[config.mk]
export PLATFORM = sky130hd
export DESIGN_NAME = ammrv_arbiter
export DESIGN_NICKNAME = d
export VERILOG_FILES = /design/src/rtl/ammrv_arbiter.sv
export SDC_FILE = /design/constraint.sdc
export NUM_CORES = 1
export LEC_CHECK = 0
export CORE_AREA = 4 4 107 109
export CTS_BUF_LIST = sky130_fd_sc_hd__clkbuf_4
export DETAILED_ROUTE_END_ITERATION = 16
export DIE_AREA = 0 0 111 113
export PLACE_DENSITY = 0.67
export RECOVER_POWER = 50
export SETUP_SLACK_MARGIN = 0.1
export SLEW_MARGIN = 20
export SYNTH_ARGS = -nofsm -noshare
export SYNTH_HDL_FRONTEND = slang
export SYNTH_SLANG_ARGS = --single-unit
[constraint.sdc]
create_clock -name clk1x -period 2.4 [get_ports clk1x]
set_input_delay 0.48 -clock clk1x [delete_from_list [all_inputs] [get_ports clk1x]]
set_output_delay 0.48 -clock clk1x [all_outputs]
set_load 0.02 [all_outputs]
[src/rtl/ammrv_arbiter.sv]
// Round-robin arbiter sharing one pipelined Avalon-MM master port (with
// readdatavalid) between N requesters. Outstanding reads are tracked in an
// in-order tag FIFO so each returned beat is steered back to its issuer.
module ammrv_arbiter #(
  parameter int N       = 2,
  parameter int AW      = 32,
  parameter int DW      = 32,
  parameter int MAX_OUT = 4
) (
  input  logic              clk1x,
  input  logic              reset,
  input  logic [N*AW-1:0]   s_address,
  input  logic [N*DW/8-1:0] s_byteenable,
  input  logic [N*DW-1:0]   s_writedata,
  input  logic [N-1:0]      s_read,
  input  logic [N-1:0]      s_write,
  output logic [N-1:0]      s_waitrequest,
  output logic [DW-1:0]     s_readdata,
  output logic [N-1:0]      s_readdatavalid,
  output logic [AW-1:0]     m_address,
  output logic [DW/8-1:0]   m_byteenable,
  output logic [DW-1:0]     m_writedata,
  output logic              m_read,
  output logic              m_write,
  input  logic              m_waitrequest,
  input  logic [DW-1:0]     m_readdata,
  input  logic              m_readdatavalid,
  output logic              err
);

  localparam int GW = (N > 1) ? $clog2(N) : 1;
  localparam int PW = (MAX_OUT > 1) ? $clog2(MAX_OUT) : 1;
  localparam int CW = PW + 1;
  localparam int BW = DW / 8;

  typedef enum logic {IDLE = 1'b0, BUSY = 1'b1} state_t;

  state_t        state_q;
  logic [GW-1:0] grant_q;
  logic [GW-1:0] last_q;
  logic [GW-1:0] tag_q [MAX_OUT];
  logic [PW-1:0] wr_ptr_q, wr_ptr_d;
  logic [PW-1:0] rd_ptr_q, rd_ptr_d;
  logic [CW-1:0] count_q, count_d;
  logic          err_q, err_d;

  logic          full;
  logic [N-1:0]  elig;
  logic          pick_found;
  logic [GW-1:0] pick_idx;
  logic          busy;
  logic          g_read, g_write;
  logic          accept, push, pop;

  assign full    = (count_q == CW'(MAX_OUT));
  assign busy    = (state_q == BUSY);
  assign g_read  = s_read[grant_q];
  assign g_write = s_write[grant_q];
  assign accept  = busy & ~m_waitrequest & (g_read | g_write);
  // A read-and-write request is issued as a read, so it is held off at full too.
  assign push    = accept & g_read;
  assign pop     = m_readdatavalid & (count_q != '0);

  // Eligibility: any strobe, but reads wait while the tag FIFO is full.
  always_comb begin
    elig = '0;
    for (int i = 0; i < N; i++) begin
      elig[i] = (s_read[i] | s_write[i]) & ~(s_read[i] & full);
    end
  end

  // Round-robin pick: first eligible index after the last accepted one.
  always_comb begin
    pick_found = 1'b0;
    pick_idx   = '0;
    for (int k = 1; k <= N; k++) begin
      if (!pick_found && elig[(int'(last_q) + k) % N]) begin
        pick_found = 1'b1;
        pick_idx   = GW'((int'(last_q) + k) % N);
      end
    end
  end

  // Arbitration FSM: grant in IDLE, hold the grant locked through stalls in BUSY.
  always_ff @(posedge clk1x or negedge reset) begin
    if (!reset) begin
      state_q <= IDLE;
      grant_q <= '0;
      last_q  <= GW'(N - 1);
    end else begin
      case (state_q)
        IDLE: begin
          if (pick_found) begin
            grant_q <= pick_idx;
            state_q <= BUSY;
          end
        end
        BUSY: begin
          if (accept) begin
            last_q  <= grant_q;
            state_q <= IDLE;
          end
        end
        default: state_q <= IDLE;
      endcase
    end
  end

  // Tag FIFO pointer/level and sticky protocol-error next-state.
  always_comb begin
    wr_ptr_d = push ? wr_ptr_q + 1'b1 : wr_ptr_q;
    rd_ptr_d = pop  ? rd_ptr_q + 1'b1 : rd_ptr_q;
    count_d  = count_q;
    case ({push, pop})
      2'b10:   count_d = count_q + 1'b1;
      2'b01:   count_d = count_q - 1'b1;
      default: count_d = count_q;
    endcase
    err_d = err_q
          | (busy & ~(g_read | g_write))
          | (busy & g_read & g_write)
          | (m_readdatavalid & (count_q == '0));
  end

  // Control registers; a reset discards every outstanding tag.
  always_ff @(posedge clk1x or negedge reset) begin
    if (!reset) begin
      wr_ptr_q <= '0;
      rd_ptr_q <= '0;
      count_q  <= '0;
      err_q    <= 1'b0;
    end else begin
      wr_ptr_q <= wr_ptr_d;
      rd_ptr_q <= rd_ptr_d;
      count_q  <= count_d;
      err_q    <= err_d;
    end
  end

  // Tag storage: remembers which requester issued each accepted read.
  always_ff @(posedge clk1x) begin
    if (push) tag_q[wr_ptr_q] <= grant_q;
  end

  // Master port mirrors the granted requester while BUSY; read wins a double strobe.
  always_comb begin
    m_read       = busy & g_read;
    m_write      = busy & g_write & ~g_read;
    m_address    = busy ? s_address[int'(grant_q)*AW +: AW]      : '0;
    m_byteenable = busy ? s_byteenable[int'(grant_q)*BW +: BW]   : '0;
    m_writedata  = busy ? s_writedata[int'(grant_q)*DW +: DW]    : '0;
  end

  // Requester-side handshake and read-return steering.
  always_comb begin
    s_waitrequest   = '1;
    s_readdatavalid = '0;
    if (accept) s_waitrequest[grant_q] = 1'b0;
    if (pop)    s_readdatavalid[tag_q[rd_ptr_q]] = 1'b1;
    s_readdata = (reset & m_readdatavalid) ? m_readdata : '0;
  end

  assign err = err_q;

endmodule

==> flow_summary.yaml, run 1 <==
timing:
  fin_setup_tns_ns: 0
  rsz0062_at_grt: "yes"
  setup_viol: 0
  skew_ns: 0.00873
  layout_setup_ws_ns: 0.118
  whs_ns: 0.470
  period_share: 0.951
  tightest_slew_ns: 0.363
  slew_headroom: 0.759
  slew_viol_final: 0
  hold_viol_final: 0
  clock.fmax_mhz: 438
  min_period_ns: 2.28
critical_path:
  crit_path_cell_trace: "dlygate4sd3_1, buf_6, and3_1, dlygate4sd2_1"
  crit_slowest_cell: "dlygate4sd3_1"
  crit_family: "buffers and inverters"
  worstSetupEndpointType: "output pin"
  crit_buf_inv: 3
  r2r_end: "count_q[2]"
  critPathKind: "in -> out"
  arrival_ns: 1.80
  worstPathMaxFanout: 21
  crit_path_max_incr_delay_ns: 0.63
  worstSetupPathDepth: 4
  cp.required_ns: 1.92
  rr_startpoint: "grant_q"
  cp-endpoint: "s_readdata[14]"
  cp-startpoint: "m_readdatavalid"
  ff2ff_setup_slack_ns: 0.31
  r2r_cells: 9
  setup.worst_path.start_class: "primary input"
global_route:
  antenna_found_initial: 0
  grt_pass1_wl_um: 16400
  grt_usage: 0.163
  grt_pass1_vias: 2994
  grt_overflow_total: 0
  grt_max_degree: 46
synth:
  synth_top_area_frac: 0.334
  syn_avg_cell_area_um2: 7.91
  syn_nets: 447
  synth_edf_count: 4
  yosysTopAreaCell: "mux2i_1"
  synthTopCellsByArea: "mux2i_1 (33%), nor2_1 (13%), dfrtp_1 (12%)"
  yosysMostFrequentCell: "nor2_1"
  yosysWarnings: 0
  syn-cell-area_um2: 2100
  ys_ff_latch: 15
  ys_seq_area_frac: 0.189
  synth_cell_types: 34
  ys.flop_type: "dfrtp_1"
  yosys-top-cells-count: "nor2_1 (72), mux2i_1 (70), and3_1 (32)"
  async_flop_share: 0.733
  syn-instance-count: 265
finish:
  drive_above_1_share: 0.0597
  postLayoutCellArea_um2: 5110
  fin_nets: 736
  final_cells: 693
  area_delta_synth_final_pct: 144
  antenna_cells: 0
  final_util: 0.482
clock_tree:
  cts_root_buf: "clkbuf_4"
  hold_buffers: 0
  clock_latency_ns: 0.28
  path_clk_slew_ns: 0.09
  cts_buffers: 3
  cts_max_path_buffers: 2
  cts-htree-levels: 1
  cts_sinks: 15
  cts_tree: "yes"
die:
  start_util: 0.198
  ios: 283
  die_h_um: 113
  die_x_um: 111
  coreArea_um2: 10600
  die_area_um2: 12500
  num_rows: 38
placed_design:
  dp.cells: 688
  portBuffers: 282
  gp_congestion: 0.856
  pre_cts_slack_ns: -0.175
  dp_hpwl_um: 9640
  postPlaceCellArea_um2: 5220
route:
  viasPerCell: 4.34
  dr.first_iter.drc_count: 64
  drt_first_pass_iters: 4
  vias: 3005
  drt-total-wl_um: 11300
  ant_nets: 0
  routedWlPerCell_um: 16.4
  drcViolationCount: 0
job:
  max_cap_viol_count: 0
power_and_ir_drop:
  cellPowerDensity_nw_per_um2: 815
  peakVddDrop_mv: 0.462
  p_total_mw: 4.17
  leakage_nw: 2.53
outcome:
  outcome: "finished, final reports clean"
worst_hold_path:
  hold_class: "reg -> reg"
worst min path at each step:
stage                startpoint          end  slack, ns  cells after the start
floorplan                 reset         busy       0.18                      0
global placement            err          err       0.46                      2
detailed placement          err          err       0.46                      2
CTS                         err          err       0.48                      2
global route        rd_ptr_q[1]  rd_ptr_q[1]       0.52                      1
finish                      err          err       0.47                      2
per-layer routing:
layer | routed length, um | GRT usage | part of all wire | vias up
li1 | - | - | - | 1491
met1 | 4070 | 0.166 | 0.36 | 1336
met2 | 5780 | 0.304 | 0.51 | 164
met3 | 1270 | 0.0733 | 0.11 | 14
met4 | 201 | 0.0361 | 0.018 | 0
met5 | 0 | 0 | 0 | -
power by group:
part / internal [mW] / leakage [nW] / switching (mW)
Clock: 0.0756 / 0.0184 / 0.0735
Combinational: 1.56 / 2.35 / 1.95
Sequential: 0.383 / 0.160 / 0.123
worst register-to-register path: stages, from the launching register on:
cell and delay [ns]:
dfrtp_4 0.56, mux2i_1 0.28, nor2_1 0.11, inv_1 0.08
ha_1 0.17, inv_1 0.06, fa_1 0.37, xor2_1 0.15
nor2_1 0.11, xor2_1 0.15
layout make-up:
type / instances / area, um2
Sequential cell: 15 / 400
Fill cell: 1062 / 5490
Timing Repair Buffer: 305 / 2920
Inverter: 8 / 30.0
Multi-Input combinational cell: 221 / 1560
Clock buffer: 4 / 30.0
Tap cell: 140 / 175
registers in the layout (all words and copies together), names as in the netlist:
name / flops
busy: 1
count_q: 3
err: 1
grant_q: 1
last_q: 1
rd_ptr_q: 2
tag_q: 4
wr_ptr_q: 2
layout by cell type, fill, tap and decap left out, types with 2 or more instances in the layout:
| master | Yosys | routed |
|---|---|---|
| a21oi_1 | 3 | 3 |
| and2_0 | 0 | 4 |
| and3_1 | 32 | 32 |
| buf_12 | 0 | 4 |
| buf_4 | 6 | 10 |
| buf_6 | 0 | 2 |
| clkbuf_1 | 13 | 7 |
| clkbuf_4 | 0 | 6 |
| clkdlybuf4s15_1 | 0 | 3 |
| clkdlybuf4s50_1 | 0 | 171 |
| dfrtp_1 | 10 | 9 |
| dlygate4sd2_1 | 0 | 100 |
| dlygate4sd3_1 | 0 | 3 |
| dlymetal6s2s_1 | 0 | 2 |
| edfxtp_1 | 4 | 4 |
| ha_1 | 5 | 5 |
| inv_1 | 7 | 7 |
| mux2_2 | 2 | 2 |
| mux2i_1 | 70 | 69 |
| nand2_1 | 4 | 4 |
| nand3b_1 | 2 | 2 |
| nor2_1 | 72 | 73 |
| nor3_1 | 2 | 2 |
| o21ai_0 | 3 | 3 |
| xnor2_1 | 5 | 5 |
| xor2_1 | 3 | 3 |
cell families after synthesis:
family,Yosys count,synth area share
AOI/OAI and AO/OA,10,0.0328
xor gates and xnor gates,8,0.0334
adders and majority gates,6,0.0394
buffers and inverters,29,0.0639
DFF,15,0.189
muxes,74,0.363
and+or+nand+nor,123,0.278
timing repair:
action	CTS	global route
setup buffers	0	0
gates cloned	0	1
pin swaps	0	1
resized for setup	106	8
setup endpoints to repair	104	29
Note: power is estimated with default switching activity, not from simulation.
==> inputs of run 2 (changes only) <==
--- a/config.mk
+++ b/config.mk
@@ -10,7 +10,6 @@
 export DETAILED_ROUTE_END_ITERATION = 16
 export DIE_AREA = 0 0 111 113
 export PLACE_DENSITY = 0.67
-export RECOVER_POWER = 50
 export SETUP_SLACK_MARGIN = 0.1
 export SLEW_MARGIN = 20
 export SYNTH_ARGS = -nofsm -noshare
==> flow_summary.yaml, run 2 (synthesis gave the netlist of run 1 again) <==
route:
  drcViolationCount: 0
  vias: 2997
  drt_first_pass_iters: 4
  drt-total-wl_um: 11300
  dr.first_iter.drc_count: 75
  viasPerCell: 4.32
  routedWlPerCell_um: 16.4
  ant_nets: 0
global_route:
  grt_overflow_total: 0
  antenna_found_initial: 0
  grt_usage: 0.163
  grt_pass1_vias: 2994
  grt_pass1_wl_um: 16400
  grt_max_degree: 46
critical_path:
  crit_path_cell_trace: "buf_12, mux2i_1, nor2_1, dlygate4sd2_1"
  r2r_cells: 9
  worstSetupEndpointType: "output pin"
  cp-startpoint: "grant_q"
  crit_family: "buffers and inverters"
  arrival_ns: 1.77
  rr_startpoint: "grant_q"
  worstPathMaxFanout: 28
  worstSetupPathDepth: 4
  crit_path_max_incr_delay_ns: 0.54
  ff2ff_setup_slack_ns: 0.30
  r2r_end: "count_q[2]"
  crit_slowest_cell: "dfrtp_4"
  setup.worst_path.start_class: "flip-flop"
  crit_buf_inv: 2
  critPathKind: "reg -> out"
  cp.required_ns: 1.92
  cp-endpoint: "m_byteenable[1]"
power_and_ir_drop:
  leakage_nw: 2.57
  peakVddDrop_mv: 0.462
  cellPowerDensity_nw_per_um2: 822
timing:
  layout_setup_ws_ns: 0.150
  tightest_slew_ns: 0.284
  rsz0062_at_grt: "yes"
  min_period_ns: 2.25
  clock.fmax_mhz: 444
  slew_headroom: 0.805
  whs_ns: 0.477
  fin_setup_tns_ns: 0
  setup_viol: 0
  slew_viol_final: 0
  hold_viol_final: 0
  skew_ns: 0.0100
  period_share: 0.938
finish:
  regArea_um2: 400
  antenna_cells: 0
  reg_top3: "tag_q: 4 flops, count_q: 3 flops"
  postLayoutCellArea_um2: 5160
  largest_register_ffs: 4
  layout_commonest_cell: "clkdlybuf4s50_1"
  fill_cells: 1054
  fin_nets: 736
  drive_above_1_share: 0.0759
  regMostFlops: "tag_q"
  final_cell_mix: "clkdlybuf4s50_1 (174), dlygate4sd2_1 (100), nor2_1 (72)"
  multi_input_area_um2: 1570
  final_cells: 693
  area_delta_synth_final_pct: 146
job:
  max_cap_viol_count: 0
placed_design:
  gp_congestion: 0.856
  dp.cells: 688
  dp_hpwl_um: 9640
  portBuffers: 282
  postPlaceCellArea_um2: 5220
  pre_cts_slack_ns: -0.175
die:
  num_rows: 38
  start_util: 0.198
  coreArea_um2: 10600
  die_x_um: 111
  die_area_um2: 12500
  die_h_um: 113
  ios: 283
outcome:
  outcome: "finished, final reports clean"
clock_tree:
  cts_tree: "yes"
  cts_buffers: 3
  path_clk_slew_ns: 0.09
  clock_latency_ns: 0.28
  cts_max_path_buffers: 2
  cts-htree-levels: 1
  cts_root_buf: "clkbuf_4"
  cts_sinks: 15
worst_hold_path:
  hold_class: "reg -> reg"
  hold_start: "err"
run 2: cell count changes in the layout (fill, tap and decap cells not counted), moves of 2 or more:
cell	previous run	this run
clkbuf_1	7	0
clkbuf_4	6	4
and2_0	4	0
dlygate4sd3_1	3	0
clkdlybuf4s50_1	171	174
buf_4	10	18
and2_1	1	5
run 2: metal layers:
metal	vias up	wire, um	GRT usage
met4	0	201	0.0361
met1	1330	4100	0.166
met2	161	5770	0.304
met5	-	0	0
li1	1492	-	-
met3	14	1270	0.0733
run 2: worst reg2reg max path: stages (launching register included):
cell,delay (ns)
dfrtp_4,0.54
mux2i_1,0.34
nor2_2,0.08
inv_1,0.07
ha_1,0.17
inv_1,0.06
fa_1,0.37
xor2_1,0.15
nor2_1,0.11
xor2_1,0.15
run 2: worst min path at each step:
stage / end / cells after the start
3_5_place_dp: err / 2
5_1_grt: rd_ptr_q[1] / 1
2_1_floorplan: busy / 0
6_report: err / 2
4_1_cts: err / 2
3_3_place_gp: err / 2
run 2: metrics by stage:
stage	power, mW	util
final	4.24	0.487
after global routing	4.57	0.487
after CTS	4.25	0.484
after detailed placement	4.46	0.492
after global placement	4.44	0.492
after floorplan	2.62	-
run 2: area by class of cell:
cell class	instances	area share
Sequential cell	15	0.0776
Inverter	8	0.00582
Tap cell	140	0.0339
Clock buffer	4	0.00582
Multi-Input combinational cell	221	0.304
Timing Repair Buffer	305	0.573
run 2: report_power, final:
part	internal, mW	switching, mW
sequential	0.383	0.129
clock	0.0756	0.0749
combinational	1.63	1.95
total	2.08	2.16
run 2: what timing repair did:
item,4_1_cts,5_1_grt
resized for setup,106,8
hold buffers,0,0
pin swaps,0,1
endpoints found under the setup margin,104,29
setup buffers,0,0
gates cloned,0,1
